$ cat src/rtl/voting_machine_param.sv
// voting_machine_param: push-button vote tally core.
// Buttons are debounced by a hold-time FSM, and each press yields at most one judgement.
// Per-candidate and total counters saturate. A results mode drives the LEDs with the
// count of the lowest-index pressed button. Winner and tie flags are registered.
module voting_machine_param #(
    parameter int NUM_CAND    = 4,
    parameter int CNT_W       = 8,
    parameter int HOLD_CYCLES = 10,
    parameter int TOT_W       = CNT_W + 4,
    localparam int IDX_W      = $clog2(NUM_CAND)
) (
    input  logic                clock,
    input  logic                reset,
    input  logic                mode,
    input  logic [NUM_CAND-1:0] buttons,
    output logic [CNT_W-1:0]    led,
    output logic                vote_accepted,
    output logic                vote_rejected,
    output logic [IDX_W-1:0]    winner,
    output logic                tie,
    output logic [TOT_W-1:0]    total_votes
);

    localparam int HC_W = $clog2(HOLD_CYCLES);

    typedef enum logic [1:0] {
        IDLE     = 2'd0,
        ARM      = 2'd1,
        WAIT_REL = 2'd2
    } state_t;

    state_t              state_q, state_d;
    logic [NUM_CAND-1:0] pat_q, pat_d;
    logic [HC_W-1:0]     hold_q, hold_d;
    logic                mode_q;
    logic                judge;

    logic [CNT_W-1:0]    cnt_q [NUM_CAND];

    logic [IDX_W-1:0]    acc_idx;
    logic                pat_onehot;
    logic                target_sat;
    logic                accept_d;
    logic                reject_d;

    logic [IDX_W-1:0]    win_d;
    logic                tie_d;
    logic [CNT_W-1:0]    max_v;
    logic                max_seen;

    // True when exactly one bit of the pattern is set.
    function automatic logic is_onehot(input logic [NUM_CAND-1:0] p);
        logic seen;
        logic multi;
        seen  = 1'b0;
        multi = 1'b0;
        for (int i = 0; i < NUM_CAND; i++) begin
            if (p[i]) begin
                if (seen) multi = 1'b1;
                seen = 1'b1;
            end
        end
        return seen & ~multi;
    endfunction

    // Index of the set bit of a one-hot pattern.
    function automatic logic [IDX_W-1:0] onehot_idx(input logic [NUM_CAND-1:0] p);
        logic [IDX_W-1:0] r;
        r = '0;
        for (int i = 0; i < NUM_CAND; i++) begin
            if (p[i]) r = r | IDX_W'(i);
        end
        return r;
    endfunction

    // Index of the lowest set bit (0 when none is set).
    function automatic logic [IDX_W-1:0] lowest_idx(input logic [NUM_CAND-1:0] p);
        logic [IDX_W-1:0] r;
        r = '0;
        for (int i = NUM_CAND - 1; i >= 0; i--) begin
            if (p[i]) r = IDX_W'(i);
        end
        return r;
    endfunction

    // Saturating increment of a candidate counter.
    function automatic logic [CNT_W-1:0] cnt_sat_inc(input logic [CNT_W-1:0] v);
        return (v == '1) ? v : v + CNT_W'(1);
    endfunction

    // Saturating increment of the running total.
    function automatic logic [TOT_W-1:0] tot_sat_inc(input logic [TOT_W-1:0] v);
        return (v == '1) ? v : v + TOT_W'(1);
    endfunction

    // Press FSM next state: debounce, judge once, then wait for release.
    always_comb begin
        state_d = state_q;
        pat_d   = pat_q;
        hold_d  = hold_q;
        judge   = 1'b0;
        if (mode) begin
            state_d = IDLE;
        end else begin
            case (state_q)
                IDLE: begin
                    if (buttons != '0) begin
                        // A button still held from results mode must be released first.
                        if (mode_q) begin
                            state_d = WAIT_REL;
                        end else begin
                            pat_d   = buttons;
                            hold_d  = HC_W'(1);
                            state_d = ARM;
                        end
                    end
                end
                ARM: begin
                    if (buttons != pat_q) begin
                        state_d = IDLE;
                    end else if (hold_q == HC_W'(HOLD_CYCLES - 1)) begin
                        judge   = 1'b1;
                        state_d = WAIT_REL;
                    end else begin
                        hold_d = hold_q + HC_W'(1);
                    end
                end
                WAIT_REL: begin
                    if (buttons == '0) state_d = IDLE;
                end
                default: state_d = IDLE;
            endcase
        end
    end

    // Judgement of the latched pattern: accept only a one-hot press on a non-saturated counter.
    always_comb begin
        acc_idx    = onehot_idx(pat_q);
        pat_onehot = is_onehot(pat_q);
        target_sat = (cnt_q[acc_idx] == '1);
        accept_d   = judge & pat_onehot & ~target_sat;
        reject_d   = judge & ~accept_d;
    end

    // Leader scan over the counters: lowest index wins, tie needs a shared nonzero maximum.
    always_comb begin
        max_v    = cnt_q[0];
        win_d    = '0;
        for (int i = 1; i < NUM_CAND; i++) begin
            if (cnt_q[i] > max_v) begin
                max_v = cnt_q[i];
                win_d = IDX_W'(i);
            end
        end
        tie_d    = 1'b0;
        max_seen = 1'b0;
        for (int i = 0; i < NUM_CAND; i++) begin
            if (cnt_q[i] == max_v) begin
                if (max_seen) tie_d = 1'b1;
                max_seen = 1'b1;
            end
        end
        if (max_v == '0) tie_d = 1'b0;
    end

    // FSM state, latched pattern, hold counter and previous mode.
    always_ff @(posedge clock) begin
        if (reset) begin
            state_q <= IDLE;
            pat_q   <= '0;
            hold_q  <= '0;
            mode_q  <= 1'b0;
        end else begin
            state_q <= state_d;
            pat_q   <= pat_d;
            hold_q  <= hold_d;
            mode_q  <= mode;
        end
    end

    // Per-candidate vote counters.
    always_ff @(posedge clock) begin
        if (reset) begin
            for (int i = 0; i < NUM_CAND; i++) cnt_q[i] <= '0;
        end else if (accept_d) begin
            cnt_q[acc_idx] <= cnt_sat_inc(cnt_q[acc_idx]);
        end
    end

    // Running total and the one-cycle judgement pulses.
    always_ff @(posedge clock) begin
        if (reset) begin
            total_votes   <= '0;
            vote_accepted <= 1'b0;
            vote_rejected <= 1'b0;
        end else begin
            if (accept_d) total_votes <= tot_sat_inc(total_votes);
            vote_accepted <= accept_d;
            vote_rejected <= reject_d;
        end
    end

    // LED display: dark in vote mode, lowest pressed candidate's count in results mode.
    always_ff @(posedge clock) begin
        if (reset) begin
            led <= '0;
        end else if (!mode) begin
            led <= '0;
        end else if (buttons != '0) begin
            led <= cnt_q[lowest_idx(buttons)];
        end
    end

    // Registered winner and tie flags.
    always_ff @(posedge clock) begin
        if (reset) begin
            winner <= '0;
            tie    <= 1'b0;
        end else begin
            winner <= win_d;
            tie    <= tie_d;
        end
    end

endmodule

$ cat config.mk
export PLATFORM = sky130hd
export DESIGN_NAME = voting_machine_param
export DESIGN_NICKNAME = d
export VERILOG_FILES = /design/src/rtl/voting_machine_param.sv
export SDC_FILE = /design/constraint.sdc
export NUM_CORES = 1
export LEC_CHECK = 0
export ABC_AREA = 1
export BUFFER_PORTS_ARGS = -buffer_cell sky130_fd_sc_hd__buf_2
export CAP_MARGIN = 20
export CORE_UTILIZATION = 56
export DETAILED_ROUTE_END_ITERATION = 10
export GPL_ROUTABILITY_DRIVEN = 0
export GPL_TIMING_DRIVEN = 1
export PLACE_DENSITY = 0.74
export REMOVE_ABC_BUFFERS = 1
export SYNTH_ARGS = -nofsm -noshare
export SYNTH_HDL_FRONTEND = slang
export SYNTH_SLANG_ARGS = --single-unit
$ cat constraint.sdc
create_clock -name clock -period 9 [get_ports clock]
set_input_delay 1.8 -clock clock [delete_from_list [all_inputs] [get_ports clock]]
set_output_delay 1.8 -clock clock [all_outputs]
set_load 0.1 [all_outputs]
After elaboration in Yosys (flattened, before gate mapping)
Memory sizes are Yosys's and may differ from the RTL's. A register that Yosys moved wholly into a read port is not among the register bits.
Index checks and enable logic that the tools add are counted.
{"block": "op_classes", "add_sub_neg": 3, "n_lt_le_gt_ge": 3, "n_eq_ne": 16, "n_mux": 59, "bitwise_logic": 10, "n_reduce_logical": 13}
{"cell": "$mux 8", "count": 5}
{"cell": "$mux 2", "count": 17}
{"cell": "$eq 8x8->1", "count": 4}
{"cell": "$mux 1", "count": 31}
{"cell": "$gt 8x8->1", "count": 3}
{"cell": "$mux 4", "count": 4}
{"cell": "$add 12x1->12 const B", "count": 1}
{"cell": "$eq 12x12->1 const B", "count": 1}
{"cell": "$ne 2x2->1 const B", "count": 5}
{"cell": "$add 8x1->8 const B", "count": 1}
{"cell": "$eq 8x8->1 const B", "count": 1}
{"cell": "$logic_not 8->1", "count": 1}
{"cell": "$pmux 4 s2", "count": 1}
{"cell": "$reduce_or 8->1", "count": 1}
{"cell": "$not 1->1", "count": 6}
{"cell": "$pmux 2 s3", "count": 1}
{"cell": "$reduce_and 6->1", "count": 1}
{"cell": "$reduce_or 2->1", "count": 3}
{"cell": "$add 4x1->4 const B", "count": 1}
{"cell": "$and 1x1->1", "count": 4}
{"cell": "$eq 4x4->1 const B", "count": 1}
{"cell": "$logic_not 4->1", "count": 1}
{"cell": "$ne 4x4->1", "count": 1}
{"cell": "$reduce_and 4->1", "count": 1}
{"cell": "other kinds (8)", "count": 8}
{"block": "totals", "reg_bits": 28, "ram_bits": 32, "in_bits": 7, "output_inout_bits": 25, "wordCells": 114, "mem_count": 1}
{"memory": "cnt_q", "depth": 4, "width": 8, "read_ports": 6, "rd_clocked_by_memory_dff": 1, "write_ports": 4, "line": "38", "source": "logic [CNT_W-1:0] cnt_q [NUM_CAND];"}

Depth between registers and ports, before layout
Gate-level depths: netlist of run 1.
{"block": "depth", "depth_word": 16, "ltp_mapped": 44, "ltp_nobuf": 43}

Worst setup path after synthesis of run 1
OpenSTA, ideal clock, no wires.
{"block": "synth_path", "kind": "flip-flop to flip-flop", "from": "memory cnt_q[0][7]", "to": "register tie", "setup_ps": 113, "arrival_time_ps": 4942, "t_required_ps": 8887, "setup_slack_ps": 3945, "stages_incl_launch_ff": 35, "n_path_buf": 4, "period_less_slack_ps": 5055, "path_cell_list": "edfxtp_1 inv_1 ha_1 nand2_1 nor2_4 nand2_2 nand2_4 nand2_4 clkbuf_1 o21ai_0 inv_1 ha_1 nand2_1 nor2_1 a211oi_1 nand2_4 buf_4 nand3_1 nand2_2 ha_1 a21oi_1 o21ai_0 nand2_1 o211ai_1 nand2_1 buf_1 clkbuf_1 nand3_1 o21ai_0 nor2_1 nand2_1 nor2_1 and2_0 nor2_1 nor2_1"}
{"item": "from (decl)", "line": "38"}
{"item": "to (signal assigned)", "line": "221", "source": "tie <= tie_d;"}
{"item": "to (decl)", "line": "20", "source": "output logic tie,"}

==> metrics.md, run 1 <==
| Metric | Value |
|---|---|
| Core area | `9200 um2` |
| Ant. Diodes | `0` |
| Fraction of layout instances using a drive strength above 1 | `10.8%` |
| Worst r2r dst | `tie$_SDFF_PP0_` |
| Syn. warnings | `0` |
| Sequential area share after synthesis | `31.8%` |
| Inst Count DP | `910` |
| Slew Viols, Final | `0` |
| Hold Path Sink | `led[6]$_SDFFE_PP0N_` |
| Peak Freq | `172 MHz` |
| Avg Inst Size Synth | `6.73 um2` |
| Final ANT Viol Nets | `0` |
| FF+latch area | `1680 um2` |
| GRT Util Overall | `30.8%` |
| Most common cell on crit path | `nand2_1` |
| Worst-Skew Late Latency | `360 ps` |
| Post-synth top cells | `nand2_1, inv_1, nand3_1` |
| Endpoints failing hold | `0` |
| Clock transition at the registers of the reported paths | `80 ps` |
| Root buf cell | `clkbuf_8` |
| Antenna violations before repair | `0` |
| Worst VDD drop | `103 uV` |
| DRT Wirelength | `14.6 mm` |
| Final Skew | `9.82 ps` |
| Yosys top cell by area | `edfxtp_1` |
| Top-count cell post-synth | `nand2_1` |
| Sum of negative setup slack | `0 ps` |
| Hold wc startpoint | `led[6]$_SDFFE_PP0N_` |
| GR met2 Demand/Resource | `54.2%` |
| Vias in the first global route | `5037` |
| Synth-to-layout area growth | `7.39%` |
| Chip Height | `99.1 um` |
| Hold_buf cts | `0` |
| Initial Utilization | `57.4%` |
| Arr. time, crit path | `6130 ps` |
| First DRT Iteration DRCs | `640` |
| Yosys cell types | `50` |
| R2r setup slk | `3170 ps` |
| Area of the multi-input gates | `3070 um2` |
| Max-cap violations | `0` |
| Hold Crit Class | `reg -> reg` |
| Slowest stage delay, CP | `410 ps` |
| Top cell type's share of synthesized area | `18.2%` |
| Via density | `5.82` |
| Final period utilization | `64.7%` |
| CP Launch Type | `flop` |
| Hold depth | `2` |
| Num rows | `35` |
| Dpl hpwl | `11.5 mm` |
| Grt total ovfl | `0` |
| Post-Layout Cell Count | `926` |
| Cell area after synthesis | `5280 um2` |
| Clock Tree Buf Depth | `2` |
| Post-Syn Instances | `784` |
| Final setup vio count | `0` |
| DRT Pass-1 Iters | `6` |
| Synthesized flop and latch total | `68` |
| Busiest grt layer | `met2` |
| Port bufs | `31` |
| Met3 usage | `3.87%` |
| CP Max Fanout | `30` |
| H-tree Lvls | `3` |
| Die width | `99.1 um` |
| Reg2reg path depth | `37` |
| Filler cells | `902` |
| Main flop type after synthesis | `dfxtp_1` |
| Dominant cells by area after synthesis | `edfxtp_1, dfxtp_1, nand2_1` |
| CTS tree | `yes` |
| RSZ-0062 raised after global routing | `no` |
| CTS sink count | `68` |
| Setup CP Type | `reg -> reg` |
| Routing usage on met1 | `37.4%` |
| First-pass GRT wire length | `23.6 mm` |
| Vias | `5386` |
| Pwr dens | `158 nW/um2` |
| Critical R2R Launch | `cnt_q[0][7]$_SDFFCE_PN0P_` |
| CTS resizes | `0` |
| CP endpoint kind | `flop` |
| CTS buffer count | `9` |
| Setup bufs post-CTS | `0` |
| Status | `complete, no violations` |
| Slew @ Worst Pin | `899 ps` |
| Max transition margin | `39.9%` |
| Slowest-stage cell, CP | `edfxtp_1` |
| Largest net degree at the start of global routing | `33` |
| Post-synth EDFFs | `32` |
| CP required | `9310 ps` |
| Leak pwr | `2.79 nW` |
| DRC violations left | `0` |
| Min Tclk post-route | `5830 ps` |
| WL per Instance | `15.8 um` |
| Final nets | `844` |
| Ys async rst share | `0%` |
| I/O pin cnt | `32` |
| Die Area | `9820 um2` |
==> per-layer routing <==
metal  routed length [um]  vias up
met5                    0        -
met4                  570        0
met3                 1080       55
met2                 7000      242
met1                 5950     2420
li1                     -     2669
==> sequential cells by signal (all words and copies together), names as in the netlist <==
signal,flops
cnt_q,32
pat_q,4
hold_q,4
vote_rejected,1
led,8
state_q,2
tie,1
winner,2
vote_accepted,1
total_votes,12
mode_q,1
==> cell type report <==
| class | instances | area share, % |
|---|---|---|
| Multi-Input combinational cell | 583 | 54.1 |
| Sequential cell | 68 | 29.7 |
| Inverter | 114 | 7.55 |
| Timing Repair Buffer | 34 | 3.13 |
| Tap cell | 111 | 2.45 |
| Clock buffer | 10 | 2.25 |
| Clock inverter | 6 | 0.816 |
==> critical path: cells and delay by family (launching register included) <==
family          cells  cell delay (ps)
compound gates      3              630
fa+ha+maj           3              940
buf+inv             5              920
flops               1              410
simple gates       26             2840
==> cells in the final DEF (no fill, tap or decap), types with 7 or more instances in the layout <==
master      n
ha_1       27
a21oi_1    52
o211ai_1    9
inv_1     107
dfxtp_1    36
edfxtp_1   32
nor3_1     12
nand3_1   104
clkbuf_8    9
buf_2      31
nor2_1     87
nand2_2     7
o21ai_0    55
nand2_1   166
==> metrics by stage <==
step | setup slack [ps] | utilization (%) | cell area (um2) | power (mW) | hold WS (ps)
after floorplan | 3680 | - | 5180 | 0.589 | 482
after global routing | 2470 | 61.7 | 5670 | 0.947 | 528
after detailed placement | 3250 | 59.8 | 5500 | 0.667 | 479
final | 3170 | 61.7 | 5670 | 0.897 | 503
after global placement | 3480 | 59.8 | 5500 | 0.659 | 478
after CTS | 3230 | 61.7 | 5670 | 0.894 | 504
==> power by group <==
group,internal (mW),leakage (nW),switching [mW]
sequential,0.334,0.624,0.0128
clock,0.103,0.0916,0.129
combinational,0.0909,2.07,0.227
==> worst max-delay path by stage <==
stage / start / cells after the start / endpoint
after floorplan: cnt_q[0][7]$_SDFFCE_PN0P_ / 35 / tie$_SDFF_PP0_
after detailed placement: cnt_q[0][1]$_SDFFCE_PN0P_ / 38 / tie$_SDFF_PP0_
final: cnt_q[0][7]$_SDFFCE_PN0P_ / 37 / tie$_SDFF_PP0_
after CTS: cnt_q[0][1]$_SDFFCE_PN0P_ / 38 / tie$_SDFF_PP0_
after global placement: cnt_q[0][7]$_SDFFCE_PN0P_ / 36 / tie$_SDFF_PP0_
after global routing: cnt_q[0][1]$_SDFFCE_PN0P_ / 39 / tie$_SDFF_PP0_
==> logic make-up (layout without fill, tap and decap cells) <==
group,count (synthesis),in the layout,synth area share [%]
simple gates,412,412,36.3
compound gates,138,138,14.5
buf+inv,133,164,10.0
flops,68,68,31.8
fa+ha+maj,27,27,6.40
xor+xnor,6,6,0.995
Note: power is estimated with default switching activity, not from simulation.
==> inputs of run 2 (changes only) <==
--- a/config.mk
+++ b/config.mk
@@ -5,7 +5,7 @@
 export SDC_FILE = /design/constraint.sdc
 export NUM_CORES = 1
 export LEC_CHECK = 0
-export ABC_AREA = 1
+export ABC_AREA = 0
 export BUFFER_PORTS_ARGS = -buffer_cell sky130_fd_sc_hd__buf_2
 export CAP_MARGIN = 20
 export CORE_UTILIZATION = 56
==> constraint.sdc (replaced) <==
create_clock -name clock -period 5.5 [get_ports clock]
set_input_delay 1.1 -clock clock [delete_from_list [all_inputs] [get_ports clock]]
set_output_delay 1.1 -clock clock [all_outputs]
set_load 0.1 [all_outputs]
==> run 2 against run 1 <==
Effect of this change:
- via count grew 11%
- count of clock-buffer cells in the layout is 1 lower
- combinational power is 100% higher
- global-route usage rose by 9.1 points
- critical path depth fell by 7
- synthesized cell count shrank 14%
- highest routed layer unchanged
- largest power group is now combinational logic
- total power increased by 86%
- critical path type unchanged
- maximum frequency down 0.35%
- the run now ends with design-rule violations, negative setup slack left
- utilization is 11 points higher
- wire length rose by 33%
- design area increased by 19%
- sequential share of layout area down 4.8 points
==> metrics.md, run 2 <==
| Metric | Value |
|---|---|
| Synthesized flop and latch total | `68 (unchanged)` |
| Leak pwr | `2.74 nW (-1.7%)` |
| Ant. Diodes | `0 (unchanged)` |
| Syn. warnings | `0 (unchanged)` |
| Critical R2R Launch | `cnt_q[0][1]$_SDFFCE_PN0P_` |
| RSZ-0062 raised after global routing | `yes` |
| CTS sink count | `68 (unchanged)` |
| Slew Viols, Final | `0 (unchanged)` |
| Final nets | `808 (-4.3%)` |
| R2r setup slk | `-350 ps (-3520 ps)` |
| Hold depth | `1 (-1)` |
| Vias | `5993 (+11%)` |
| Endpoints failing hold | `0 (unchanged)` |
| M1 WL | `7.00 mm (+18%)` |
| First DRT Iteration DRCs | `748 (+17%)` |
| Final period utilization | `106% (+42 points)` |
| Post-synth EDFFs | `32 (unchanged)` |
| DRT Wirelength | `19.4 mm (+33%)` |
| Grt total ovfl | `0 (unchanged)` |
| Top Layer Used | `met4` |
| Sum of negative setup slack | `-348 ps (-348 ps)` |
| Final ANT Viol Nets | `0 (unchanged)` |
| Main flop type after synthesis | `dfxtp_1` |
| Slew @ Worst Pin | `927 ps (+28.4 ps)` |
| Net Sw Frac | `38.1% (-3.0 points)` |
| Setup CP Type | `reg -> reg` |
| H-tree Lvls | `3 (unchanged)` |
| Combinational share of power | `38.4% (+2.9 points)` |
| DRT Pass-1 Iters | `8 (+2)` |
| Max-cap violations | `0 (unchanged)` |
| CP Max Fanout | `4 (-87%)` |
| Max reg flops | `32 (unchanged)` |
| Dominant cells by area after synthesis | `edfxtp_1, dfxtp_1, nor2_1` |
| Top cell type's share of synthesized area | `17.9% (-0.32 points)` |
| Cell family with most CP delay | `compound AO/OA/AOI/OAI gates` |
| Worst-Skew Late Latency | `360 ps (about the same)` |
| First-pass GRT wire length | `30.0 mm (+27%)` |
| Clock Power Share | `26.9% (+1.1 points)` |
| Internal cell power | `1.03 mW (+95%)` |
| Clock transition at the registers of the reported paths | `90 ps (about the same)` |
| Num rows | `35 (unchanged)` |
| Yosys cell types | `66 (+32%)` |
| Reg2reg path depth | `30 (-19%)` |
| Failing checks | `design-rule violations, negative setup slack` |
| CP required | `5790 ps (-3520 ps)` |
| Cell area after synthesis | `5370 um2 (+1.8%)` |
| I/O pin cnt | `32 (unchanged)` |
| Hold_buf cts | `0 (unchanged)` |
| WL per Instance | `21.3 um (+35%)` |
| Post-Syn Instances | `677 (-14%)` |
| CP endpoint kind | `flop` |
| Dpl hpwl | `13.1 mm (+14%)` |
| Avg Inst Size Synth | `7.94 um2 (+18%)` |
| Peak Freq | `171 MHz (-0.35%)` |
| Most common cell on crit path | `a21o_1` |
| Largest regs | `cnt_q (32), total_votes (12), led (8)` |
| Slowest-stage cell, CP | `edfxtp_1` |
| Most common cell after layout, fill and taps aside | `nor2_1` |
| Fin worst setup slack | `-348 ps (-3520 ps)` |
| Final setup vio count | `1 (+1)` |
| Sequential area share after synthesis | `31.3% (-0.56 points)` |
| Hold Path Sink | `state_q[0]$_SDFFE_PP0P_` |
| Arr. time, crit path | `6140 ps (about the same)` |
| Hold wc startpoint | `state_q[1]$_SDFFE_PP0P_` |
| Post-synth top cells | `nor2_1, nand2_1, dfxtp_1` |
| Net Switching | `0.635 mW (+72%)` |
| Final Skew | `13.6 ps (+3.75 ps)` |
| CTS buffer count | `9 (unchanged)` |
| CTS tree | `yes` |
| Top-count cell post-synth | `nor2_1` |
| Metal3 WL | `2.40 mm (+120%)` |
| Clock Tree Buf Depth | `2 (unchanged)` |
| Chip Height | `100 um (+0.87%)` |
| Core area | `9280 um2 (+0.95%)` |
| Worst r2r dst | `tie$_SDFF_PP0_` |
| Synth-to-layout area growth | `26.1%` |
| Root buf cell | `clkbuf_8` |
| Most frequent cells in the layout | `nor2_1, buf_4, nand2_1` |
| Max transition margin | `37.3% (-2.6 points)` |
| Initial Utilization | `57.9% (+0.47 points)` |
| Slowest stage delay, CP | `430 ps (+20 ps)` |
| Largest Register | `cnt_q` |
| Hold Crit Class | `reg -> reg` |
| Pwr Total | `1.67 mW (+86%)` |
| Min Tclk post-route | `5850 ps (+20.4 ps)` |
| Via density | `6.60 (+13%)` |
| Largest net degree at the start of global routing | `32 (-3.0%)` |
| Worst path buffer plus inverter count | `4 (-1)` |
| Port bufs | `31 (unchanged)` |
| Routed wl met2 | `8.67 mm (+24%)` |
| Pwr dens | `246 nW/um2 (+56%)` |
| Status | `finished, violations left` |
| Sequential share of power | `34.6% (-4.1 points)` |
| Die Area | `9990 um2 (+1.7%)` |
| DRC violations left | `1 (+1)` |
| GRT Util Overall | `39.9% (+9.1 points)` |
| CP Launch Type | `flop` |
| Yosys top cell by area | `edfxtp_1` |
| Ys async rst share | `0% (unchanged)` |
| Die width | `100 um (+0.87%)` |
| Antenna violations before repair | `0 (unchanged)` |
| Worst VDD drop | `151 uV (+47%)` |
| Vias in the first global route | `5776 (+15%)` |
| Fraction of layout instances using a drive strength above 1 | `28.4% (+18 points)` |
## run 2: layout make-up
cell class / instances / area (um2)
multi-input cells: 536 / 3700
fillers: 680 / 2510
flip-flops and latches: 68 / 1680
repair buffers: 130 / 917
well taps: 129 / 161
clock buffers: 9 / 124
inverters: 29 / 109
clock inverters: 7 / 81.3
## run 2: power groups by stage
stage	clock network (mW)	logic (mW)	registers [mW]
finish	0.449	0.640	0.577
global route	0.472	0.678	0.578
CTS	0.450	0.583	0.575
detailed placement	0	0.515	0.585
global placement	0	0.502	0.584
floorplan	0	0.278	0.631
## run 2: per-stage QoR
| stage | hold slack [ps] | instances | area (um2) | setup WS (ps) | util [%] |
|---|---|---|---|---|---|
| after floorplan | 457 | 633 | 5180 | -995 | - |
| after global placement | 483 | 874 | 6100 | -417 | 65.7 |
| after detailed placement | 498 | 874 | 6100 | -681 | 65.7 |
| after CTS | 509 | 902 | 6690 | -84.8 | 72.0 |
| after global routing | 554 | 908 | 6780 | -636 | 73.0 |
| final | 516 | 908 | 6780 | -348 | 73.0 |
## run 2: worst reg2reg max path, delay by kind of cell (launching register included)
kind | cells | cell delay [ps]
buffers and inverters | 4 | 470
adders and majority gates | 4 | 940
muxes | 1 | 300
AOI/OAI and AO/OA | 15 | 2820
and+or+nand+nor | 6 | 810
DFF | 1 | 430
## run 2: cells by family (layout without fill, tap and decap cells)
| family | Yosys count | after routing | synth area share, % |
|---|---|---|---|
| AOI/OAI and AO/OA | 145 | 145 | 18.1 |
| adders and majority gates | 28 | 28 | 6.50 |
| muxes | 19 | 19 | 3.77 |
| xor gates and xnor gates | 42 | 42 | 6.85 |
| buffers and inverters | 73 | 175 | 5.66 |
| and+or+nand+nor | 302 | 302 | 27.9 |
| DFF | 68 | 68 | 31.3 |
## run 2: worst max path at each step
| stage | start | end | slack (ps) | cells after the start |
|---|---|---|---|---|
| after floorplan | cnt_q[1][1]$_SDFFCE_PN0P_ | tie$_SDFF_PP0_ | -990 | 29 |
| after global placement | cnt_q[0][1]$_SDFFCE_PN0P_ | tie$_SDFF_PP0_ | -420 | 29 |
| after detailed placement | cnt_q[0][1]$_SDFFCE_PN0P_ | tie$_SDFF_PP0_ | -680 | 30 |
| after CTS | cnt_q[0][1]$_SDFFCE_PN0P_ | tie$_SDFF_PP0_ | -80 | 29 |
| after global routing | cnt_q[0][1]$_SDFFCE_PN0P_ | tie$_SDFF_PP0_ | -640 | 31 |
| final | cnt_q[0][1]$_SDFFCE_PN0P_ | tie$_SDFF_PP0_ | -350 | 30 |
## run 2: timing repair
action,in CTS,in global routing
endpoints found under the setup margin,1,1
buffers inserted,13,7
gates resized for setup,67,8
endpoints found under the hold margin,0,0
pin swaps,30,15
## run 2: per-layer routing
layer	up-vias	global-route usage (%)
met5	-	0
met4	0	26.1
met3	144	9.40
met2	472	62.6
met1	2729	49.2
li1	2648	-
==> inputs of run 3 (changes only) <==
==> constraint.sdc (replaced) <==
create_clock -name clock -period 6.35 [get_ports clock]
set_input_delay 1.27 -clock clock [delete_from_list [all_inputs] [get_ports clock]]
set_output_delay 1.27 -clock clock [all_outputs]
set_load 0.1 [all_outputs]
==> run 3 against run 2 <==
Effect of this change:
- the run now ends clean
- critical path type unchanged
- maximum frequency down 4.6%
- via count down 8.1%
- clock power down 11%
- die area unchanged
- sequential share of layout area up 2.9 points
- first-iteration DRC count down 29%
- register-to-register slack better by 570 ps
- worst hold slack better by 2.3 ps
==> metrics.md, run 3 (synthesized netlist as in run 2, its figures left out) <==
| Metric | Value |
|---|---|
| Critical R2R Launch | `cnt_q[1][5]$_SDFFCE_PN0P_` |
| Critical path origin | `cnt_q[1][5]$_SDFFCE_PN0P_` |
| Setup bufs post-CTS | `0 (-13)` |
| Max transition margin | `38.4% (+1.1 points)` |
| Slowest-stage cell, CP | `edfxtp_1` |
| Die Area | `9990 um2 (unchanged)` |
| Peak Freq | `163 MHz (-4.6%)` |
| CP Max Fanout | `9 (+5)` |
| CTS tree | `yes` |
| Worst path buffer plus inverter count | `3 (-1)` |
| Endpoints failing hold | `0 (unchanged)` |
| Most common cell after layout, fill and taps aside | `nor2_1` |
| First-pass GRT wire length | `26.6 mm (-11%)` |
| Grt total ovfl | `0 (unchanged)` |
| FF+latch area | `1680 um2 (unchanged)` |
| Hold Crit Class | `reg -> reg` |
| Port bufs | `31 (unchanged)` |
| Worst slack, placed | `95.9 ps (+776 ps)` |
| DRT Wirelength | `17.1 mm (-12%)` |
| Via density | `6.50 (-1.5%)` |
| Min Tclk post-route | `6130 ps (+284 ps)` |
| Clock Power Share | `30.0% (+3.1 points)` |
| Filler cells | `835 (+23%)` |
| Die width | `100 um (unchanged)` |
| Largest regs | `cnt_q (32), total_votes (12), led (8)` |
| Core area | `9280 um2 (unchanged)` |
| Vias in the first global route | `5242 (-9.2%)` |
| Antenna violations before repair | `0 (unchanged)` |
| H-tree Lvls | `3 (unchanged)` |
| Num rows | `35 (unchanged)` |
| Cell family with most CP delay | `compound AO/OA/AOI/OAI gates` |
| CTS sink count | `68 (unchanged)` |
| Sequential share of power | `37.7% (+3.1 points)` |
| CP required | `6630 ps (+840 ps)` |
| I/O pin cnt | `32 (unchanged)` |
| Hold wc startpoint | `total_votes[2]$_SDFFE_PP0P_` |
| Slowest stage delay, CP | `440 ps (about the same)` |
| Most common cell on crit path | `ha_1` |
| CTS buffer count | `9 (unchanged)` |
| Slew Viols, Final | `0 (unchanged)` |
| Clock transition at the registers of the reported paths | `80 ps (about the same)` |
| Largest Register | `cnt_q` |
| DRC violations left | `0 (-1)` |
| Combinational share of power | `32.2% (-6.2 points)` |
| Initial Utilization | `57.9% (unchanged)` |
| Clock Tree Buf Depth | `2 (unchanged)` |
| Root buf cell | `clkbuf_8` |
| GRT Util Overall | `34.9% (-5.0 points)` |
| Chip Height | `100 um (unchanged)` |
| Final period utilization | `96.6% (-9.8 points)` |
| DRT Pass-1 Iters | `6 (-2)` |
| Core Util, Final | `65.3% (-7.7 points)` |
| Largest net degree at the start of global routing | `32 (unchanged)` |
| First DRT Iteration DRCs | `533 (-29%)` |
| Vias | `5507 (-8.1%)` |
| WL per Instance | `20.2 um (-5.6%)` |
| Slew @ Worst Pin | `911 ps (-16.7 ps)` |
| Final Skew | `10.4 ps (-3.18 ps)` |
| Most frequent cells in the layout | `nor2_1, nand2_1, dfxtp_1, buf_4` |
| Pwr dens | `220 nW/um2 (-11%)` |
| CP Launch Type | `flop` |
| Final nets | `747 (-7.5%)` |
| Final ANT Viol Nets | `0 (unchanged)` |
| Dpl hpwl | `12.3 mm (-6.3%)` |
| Max-cap violations | `0 (unchanged)` |
| Synth-to-layout area growth | `12.8%` |
| CP endpoint kind | `flop` |
| Setup CP Type | `reg -> reg` |
| Leak pwr | `2.40 nW (-12%)` |
| Net Sw Frac | `37.0% (-1.1 points)` |
| Net Switching | `0.492 mW (-23%)` |
| Fin worst setup slack | `218 ps (+566 ps)` |
| Fraction of layout instances using a drive strength above 1 | `16.9% (-12 points)` |
| Worst-Skew Late Latency | `360 ps (about the same)` |
| Arr. time, crit path | `6420 ps (+280 ps)` |
| Final setup vio count | `0 (-1)` |
| Area of the multi-input gates | `3440 um2 (-7.0%)` |
| Max reg flops | `32 (unchanged)` |
| Ant. Diodes | `0 (unchanged)` |
| Status | `complete, no violations` |
| Worst VDD drop | `103 uV (-32%)` |
| Internal cell power | `0.839 mW (-19%)` |
run 3: area by class of cell:
cell class                 count  share of cell area [%]
clock buffer                  10                    2.46
clock inverter                 6                    1.14
inverter                      29                    1.80
multi-input combinational    536                    56.8
sequential                    68                    27.7
tap                          129                    2.66
timing repair buffer          69                    7.39
run 3: worst paths after layout:
check | endpoint | slack [ps] | cells past startpoint
max reg2reg | tie$_SDFF_PP0_ | 220 | 26
min reg2reg | total_votes[2]$_SDFFE_PP0P_ | 520 | 1
min | total_votes[2]$_SDFFE_PP0P_ | 520 | 1
max | tie$_SDFF_PP0_ | 220 | 26
run 3: power by group through the flow:
| stage | Combinational (mW) | Sequential (mW) | Clock (mW) |
|---|---|---|---|
| CTS | 0.407 | 0.500 | 0.401 |
| global placement | 0.392 | 0.510 | 0 |
| finish | 0.429 | 0.502 | 0.400 |
| global route | 0.460 | 0.504 | 0.415 |
| detailed placement | 0.405 | 0.510 | 0 |
| floorplan | 0.241 | 0.547 | 0 |
run 3: repair_timing:
action | 4_1_cts | 5_1_grt
gates resized for setup | 0 | 20
hold buffers | 0 | 0
endpoints found under the setup margin | 0 | 1
run 3: per-layer routing:
layer  global-route usage [%]  up-vias  part of all wire (%)
li1                         -     2524                     -
met4                     20.1        0                   4.7
met3                     7.24       78                    11
met1                     44.5     2561                    39
met2                     55.2      344                    46
met5                        0        -                     0
run 3: through the flow:
step	instance area [um2]	cells	hold WS (ps)	setup TNS [ps]	power, mW
after floorplan	5180	633	457	-145	0.787
after global placement	5780	831	488	0	0.902
after detailed placement	5780	831	496	0	0.915
after CTS	6000	847	514	0	1.31
after global routing	6060	847	550	-14.9	1.38
final	6060	847	519	0	1.33
run 3: worst register-to-register path: stages, from the launching register on:
cell       delay (ps)
edfxtp_1          440
ha_1              340
a21oi_1           210
o21ai_1           190
o21ai_4           240
buf_6             160
mux2_2            390
inv_1              90
ha_1              240
a21o_1            230
a2111oi_4         400
or2_4             210
buf_4             170
nor3_1             70
or2_2             340
ha_1              300
and3_1            150
nand4_1            80
o21ai_1           110
a21o_1            230
a211oi_1          230
a211o_1           130
o41ai_1            80
nor4_1            350
a22oi_1           150
maj3_2            350
a211oi_2          210
